$ cat config.mk
export PLATFORM = sky130hd
export DESIGN_NAME = sb_io_bus_arbiter
export DESIGN_NICKNAME = d
export VERILOG_FILES = /design/src/rtl/sb_io_bus_arbiter.sv
export SDC_FILE = /design/constraint.sdc
export NUM_CORES = 1
export LEC_CHECK = 0
export CAP_MARGIN = 40
export CORE_AREA = 2 2 59 103
export CTS_BUF_LIST = sky130_fd_sc_hd__clkbuf_8
export DETAILED_ROUTE_END_ITERATION = 10
export DIE_AREA = 0 0 61 105
export GPL_TIMING_DRIVEN = 0
export PLACE_DENSITY = 0.81
export SETUP_SLACK_MARGIN = 0.3
export SLEW_MARGIN = 20
export SYNTH_ARGS = -nofsm -noshare
export SYNTH_HDL_FRONTEND = slang
export SYNTH_SLANG_ARGS = --single-unit
$ cat constraint.sdc
create_clock -name C -period 2.4 [get_ports C]
set_input_delay 0.24 -clock C [delete_from_list [all_inputs] [get_ports C]]
set_output_delay 0.24 -clock C [all_outputs]
set_load 0.05 [all_outputs]
$ cat src/rtl/sb_io_bus_arbiter.sv
// sb_io_bus_arbiter
// Round-robin arbiter sharing one bidirectional SB_IO pad bus (registered
// tristate mode) between NREQ requesters. Sequences output enable and drive
// data, captures read data, and inserts idle turnaround cycles whenever the
// transfer direction changes.
//
// Ports
//   C       clock, rising edge
//   R_N     asynchronous active-low reset
//   REQ     per-requester level request, held for the whole burst
//   WR      per-requester direction (1 = drive pads), sampled at arbitration
//   WDATA   write data, slice i belongs to requester i
//   GNT     one-hot grant, zero when idle
//   RDATA   captured read data
//   RVALID  one-cycle pulse qualifying RDATA
//   RSEL    index of the requester owning the current grant / RDATA
//   OE      to SB_IO OUTPUT_ENABLE
//   D_OUT   to SB_IO D_OUT_0
//   D_IN    from SB_IO D_IN_0
//   BUSY    high whenever the arbiter is not idle
module sb_io_bus_arbiter #(
   parameter int unsigned NREQ       = 4,
   parameter int unsigned WIDTH      = 8,
   parameter int unsigned TURNAROUND = 1,
   parameter int unsigned MAX_BURST  = 16
) (
   input  logic                    C,
   input  logic                    R_N,
   input  logic [NREQ-1:0]         REQ,
   input  logic [NREQ-1:0]         WR,
   input  logic [NREQ*WIDTH-1:0]   WDATA,
   output logic [NREQ-1:0]         GNT,
   output logic [WIDTH-1:0]        RDATA,
   output logic                    RVALID,
   output logic [$clog2(NREQ)-1:0] RSEL,
   output logic                    OE,
   output logic [WIDTH-1:0]        D_OUT,
   input  logic [WIDTH-1:0]        D_IN,
   output logic                    BUSY
);

   localparam int unsigned SELW = $clog2(NREQ);
   localparam int unsigned CNTW = $clog2(MAX_BURST + 1);
   localparam int unsigned TCW  = 3;

   localparam logic [CNTW-1:0] LAST_BEAT = CNTW'(MAX_BURST - 1);
   localparam logic [NREQ-1:0] ONE_HOT0  = NREQ'(1);

   typedef enum logic [1:0] {
      IDLE = 2'd0,
      TURN = 2'd1,
      XFER = 2'd2
   } state_t;

   state_t          state;
   logic            dir;        // direction of the bus as last set up
   logic            ndir;       // direction requested by the pending grant
   logic [SELW-1:0] ptr;        // round-robin scan start
   logic [CNTW-1:0] beat_cnt;
   logic [TCW-1:0]  turn_cnt;

   // Unpack the write-data bus so the granted slice can be indexed by RSEL
   logic [WIDTH-1:0] wdata_a [NREQ];

   for (genvar g = 0; g < NREQ; g++) begin : g_wdata
      assign wdata_a[g] = WDATA[g*WIDTH +: WIDTH];
   end

   // Round-robin pick: first set request scanning ptr, ptr+1, ... mod NREQ
   logic [SELW-1:0] pick_sel_c;
   logic            pick_vld_c;

   always_comb begin
      logic [SELW-1:0] idx;
      idx        = '0;
      pick_sel_c = '0;
      pick_vld_c = 1'b0;
      for (int unsigned k = 0; k < NREQ; k++) begin
         idx = SELW'((32'(ptr) + k) % NREQ);
         if (!pick_vld_c && REQ[idx]) begin
            pick_vld_c = 1'b1;
            pick_sel_c = idx;
         end
      end
   end

   // Next round-robin start after the current owner releases the bus
   logic [SELW-1:0] ptr_next_c;
   assign ptr_next_c = (32'(RSEL) == NREQ - 1) ? '0 : RSEL + 1'b1;

   // Arbitration / turnaround / transfer sequencer with registered outputs
   always_ff @(posedge C or negedge R_N) begin
      if (!R_N) begin
         state    <= IDLE;
         dir      <= 1'b0;
         ndir     <= 1'b0;
         ptr      <= '0;
         beat_cnt <= '0;
         turn_cnt <= '0;
         GNT      <= '0;
         RDATA    <= '0;
         RVALID   <= 1'b0;
         RSEL     <= '0;
         OE       <= 1'b0;
         D_OUT    <= '0;
         BUSY     <= 1'b0;
      end else begin
         RVALID <= 1'b0;
         unique case (state)
            IDLE: begin
               // Clears a pad enable left over from a write beat on the exit edge
               OE <= 1'b0;
               if (pick_vld_c) begin
                  RSEL <= pick_sel_c;
                  ndir <= WR[pick_sel_c];
                  BUSY <= 1'b1;
                  if ((WR[pick_sel_c] != dir) && (TURNAROUND != 0)) begin
                     state    <= TURN;
                     turn_cnt <= TCW'(TURNAROUND);
                  end else begin
                     state <= XFER;
                     GNT   <= ONE_HOT0 << pick_sel_c;
                     dir   <= WR[pick_sel_c];
                  end
               end
            end

            TURN: begin
               OE <= 1'b0;
               if (!REQ[RSEL]) begin
                  // Abandoned before the grant: the bus still settles to the new direction
                  state <= IDLE;
                  BUSY  <= 1'b0;
                  dir   <= ndir;
               end else if (turn_cnt <= TCW'(1)) begin
                  state <= XFER;
                  GNT   <= ONE_HOT0 << RSEL;
                  dir   <= ndir;
               end else begin
                  turn_cnt <= turn_cnt - 1'b1;
               end
            end

            XFER: begin
               if (GNT[RSEL] && REQ[RSEL]) begin
                  beat_cnt <= beat_cnt + 1'b1;
                  if (dir) begin
                     D_OUT <= wdata_a[RSEL];
                     OE    <= 1'b1;
                  end else begin
                     RDATA  <= D_IN;
                     RVALID <= 1'b1;
                     OE     <= 1'b0;
                  end
                  if (beat_cnt == LAST_BEAT) begin
                     state    <= IDLE;
                     BUSY     <= 1'b0;
                     GNT      <= '0;
                     ptr      <= ptr_next_c;
                     beat_cnt <= '0;
                  end
               end else begin
                  OE       <= 1'b0;
                  state    <= IDLE;
                  BUSY     <= 1'b0;
                  GNT      <= '0;
                  ptr      <= ptr_next_c;
                  beat_cnt <= '0;
               end
            end

            default: begin
               state <= IDLE;
               BUSY  <= 1'b0;
               GNT   <= '0;
               OE    <= 1'b0;
            end
         endcase
      end
   end

   gnt_onehot_a: assert property (@(posedge C) disable iff (!R_N) $onehot0(GNT));

endmodule

==> reports/metrics.cfg <==
[status]
status = finished, violations left
failed_checks = setup timing

[yosys]
synth_seq_area_share_pct = 44.6
synth_top_area_cell = dfrtp_1
syn_area_per_cell_um2 = 10.6
yosys_most_used_dff = dfrtp_1
synth_warnings = 0
synth_top_area_share_pct = 44.6
synth_area_leaders = dfrtp_1 (45%), mux4_2 (9.3%), mux2_2 (8.8%)
synthCells = 206
synth-edff-count = 0
synth_cell_types = 45
synth.net_count = 260
netlist_area_um2 = 2190
async_flop_share_pct = 100
ys_seq_elements = 39

[global_route]
overflow = 0
grt_first_pass_wirelength_um = 9110
grt_max_degree = 32
grt_pass1_vias = 2018
grt_usage_pct = 18.7
antenna_found_initial = 0

[detailed_routing]
drc = 0
wire_per_inst_um = 14.8
firstDrtPassIters = 4
via_per_inst = 5.05
totalWireLength_um = 5510
drt_iter0_drc = 59
vias = 1882
drtAntennaViolNets = 0

[clock_network]
clk_latency_ns = 0.29
cts_tree = built
root_buffer = clkbuf_8
clk_pin_slew_ns = 0.08
htreeDepth = 2
clock_sinks = 39
cts_inserted_buffers = 5
clockBufferDepth = 2

[place]
place_ws_ns = -0.654
hpwl_um = 4190
place_congestion = 0.833
io_buffers = 74

[layout]
nNetsFinal = 350
syn2layout_area_growth_pct = 50.7
fillers = 485
final_cell_mix = clkdlybuf4s50_1 (71), nand2_1 (39), dfrtp_1 (37)
drive_above_1_share_pct = 23.6
final_common_cell = clkdlybuf4s50_1
n_antenna_cell = 0

[floorplanning]
num_io_pins = 75
die_h_um = 105
start_util_pct = 39.5
row_count = 36
design.core.area_um2 = 5540
fp.dieW_um = 61
die_area_um2 = 6410

[setup_path]
required_ns = 2.58
worstSetupPathType = reg -> reg
crit_slowest_cell = dfrtp_1
worstPathArrival_ns = 2.64
crit_fanout = 5
crit_chain = and3b_1 -> o21ai_2 -> and2_4 -> buf_6 -> mux2i_4 -> mux2_4 -> or3b_4 -> mux2_4
path_common_cell = mux2_4
worst_setup_path_start_kind = flop
slowest_delay_ns = 0.43
crit_path_end_kind = flop

[sta]
hold_viol = 0
fin_crit_sh_pct = 102
fin_ws_ns = -0.0573
setup_viol = 5
max_freq_ghz = 0.407
worst_pin_slew_ns = 0.546
max-slew-margin-rel_pct = 63.6
drv_slew = 0
hold_ws_ns = 0.338
clock_skew_ns = 0.00881
rsz0062_at_grt = yes
fin_crit_ns = 2.46

[power_and_ir_drop]
ir_worst_vdd_mv = 0.609
power.density_nw_per_um2 = 1190
cellLeakagePower_nw = 1.45

[flow_run]
maxCapViolations = 0

[min_path]
worstHoldPathType = in -> async

per-layer routing:
layer | vias up | wire (µm) | global-route usage [%]
met2 | 52 | 3100 | 34.5
met3 | 12 | 203 | 3.22
li1 | 904 | - | -
met4 | 0 | 151 | 7.14
met5 | - | 0 | 0
met1 | 914 | 2050 | 19.8
cells in the mapped netlist (2+ instances only):
| master | n |
|---|---|
| nor2b_1 | 3 |
| mux2_2 | 17 |
| ha_1 | 4 |
| mux2_4 | 2 |
| dfrtp_1 | 39 |
| nand3_1 | 5 |
| nand2b_1 | 2 |
| and2_1 | 2 |
| inv_1 | 7 |
| nor3_1 | 6 |
| o21ai_0 | 8 |
| a21oi_1 | 4 |
| xor2_1 | 2 |
| clkbuf_1 | 6 |
| nor2_1 | 14 |
| o21bai_1 | 2 |
| nand2_1 | 42 |
| nand3b_1 | 2 |
| a31oi_1 | 2 |
| mux4_2 | 9 |
| mux2i_1 | 2 |
| or3_1 | 2 |
| nor4_1 | 2 |
flip-flops by register name, summed over array words and instances, names as in the netlist:
| register | flops |
|---|---|
| OE | 1 |
| RSEL | 2 |
| turn_cnt | 3 |
| RDATA | 8 |
| RVALID | 1 |
| ptr | 2 |
| dir | 1 |
| beat_cnt | 5 |
| GNT | 4 |
| D_OUT | 8 |
| BUSY | 1 |
| state | 2 |
| ndir | 1 |
worst max-delay path: cells and delay by family (launching register included):
family                 cells  cell delay [ns]
buffers and inverters      1             0.12
muxes                      3             0.89
AOI/OAI and AO/OA          1             0.13
and+or+nand+nor            3             0.77
DFF                        1             0.43
per-stage QoR:
stage / util, % / power (W) / instances / setup TNS (ns) / instance area, µm²
floorplan: - / 0.00254 / 206 / 0 / 2200
global placement: 54.7 / 0.00312 / 356 / -3.37 / 3030
detailed placement: 55.0 / 0.00318 / 357 / -3.70 / 3050
CTS: 58.8 / 0.00386 / 371 / -0.119 / 3260
global route: 59.4 / 0.00414 / 373 / -0.584 / 3290
finish: 59.4 / 0.00391 / 373 / -0.166 / 3290
final cells by class:
class	count	area, µm²	share of cell area, %
plain buffers	8	56.3	1.71
clock buffers	7	96.3	2.93
clock inverters	1	7.51	0.228
inverters	8	31.3	0.950
multi-input cells	150	1200	36.5
flip-flops and latches	39	978	29.7
well taps	76	95.1	2.89
repair buffers	84	827	25.1
logic make-up after synthesis:
logic type,after synthesis,synth area share (%)
AO/OA/AOI/OAI,25,7.90
XOR/XNOR,3,1.20
adder cells (fa/ha/maj),4,2.29
buffers and inverters,17,3.49
flip-flops,39,44.6
multiplexers,32,22.2
AND/OR/NAND/NOR,86,18.3
power breakdown:
part           switching, W  internal (W)  leakage [nW]
Sequential         0.000158      0.000875         0.506
Combinational       0.00131       0.00108         0.889
Clock              0.000234      0.000262        0.0505
Total               0.00170       0.00221          1.45
worst paths after layout:
path,from,endpoint,slack (ns),cells after the start
worst max-delay path,ptr[0]$_DFFE_PN0P_,turn_cnt[0]$_DFFE_PN0P_,-0.06,8
worst max register to register,ptr[0]$_DFFE_PN0P_,turn_cnt[0]$_DFFE_PN0P_,-0.06,8
min in group C,D_IN[1],RDATA[1]$_DFFE_PN0P_,0.47,3
max in group asynchronous,R_N,RSEL[0]$_DFFE_PN0P_,1.61,3
worst min-delay path,R_N,ptr[1]$_DFFE_PN0P_,0.34,2
worst min register to register,RDATA[5]$_DFFE_PN0P_,RDATA[5]$_DFFE_PN0P_,0.48,2
timing repair:
action / 4_1_cts / 5_1_grt
gates resized for setup: 15 / 7
pin swaps: 1 / 3
buffers inserted: 5 / 3
endpoints found under the hold margin: 8 / 0
hold buffers: 1 / 0
endpoints found under the setup margin: 8 / 25
No activity file was read; power rests on OpenSTA's default activity.
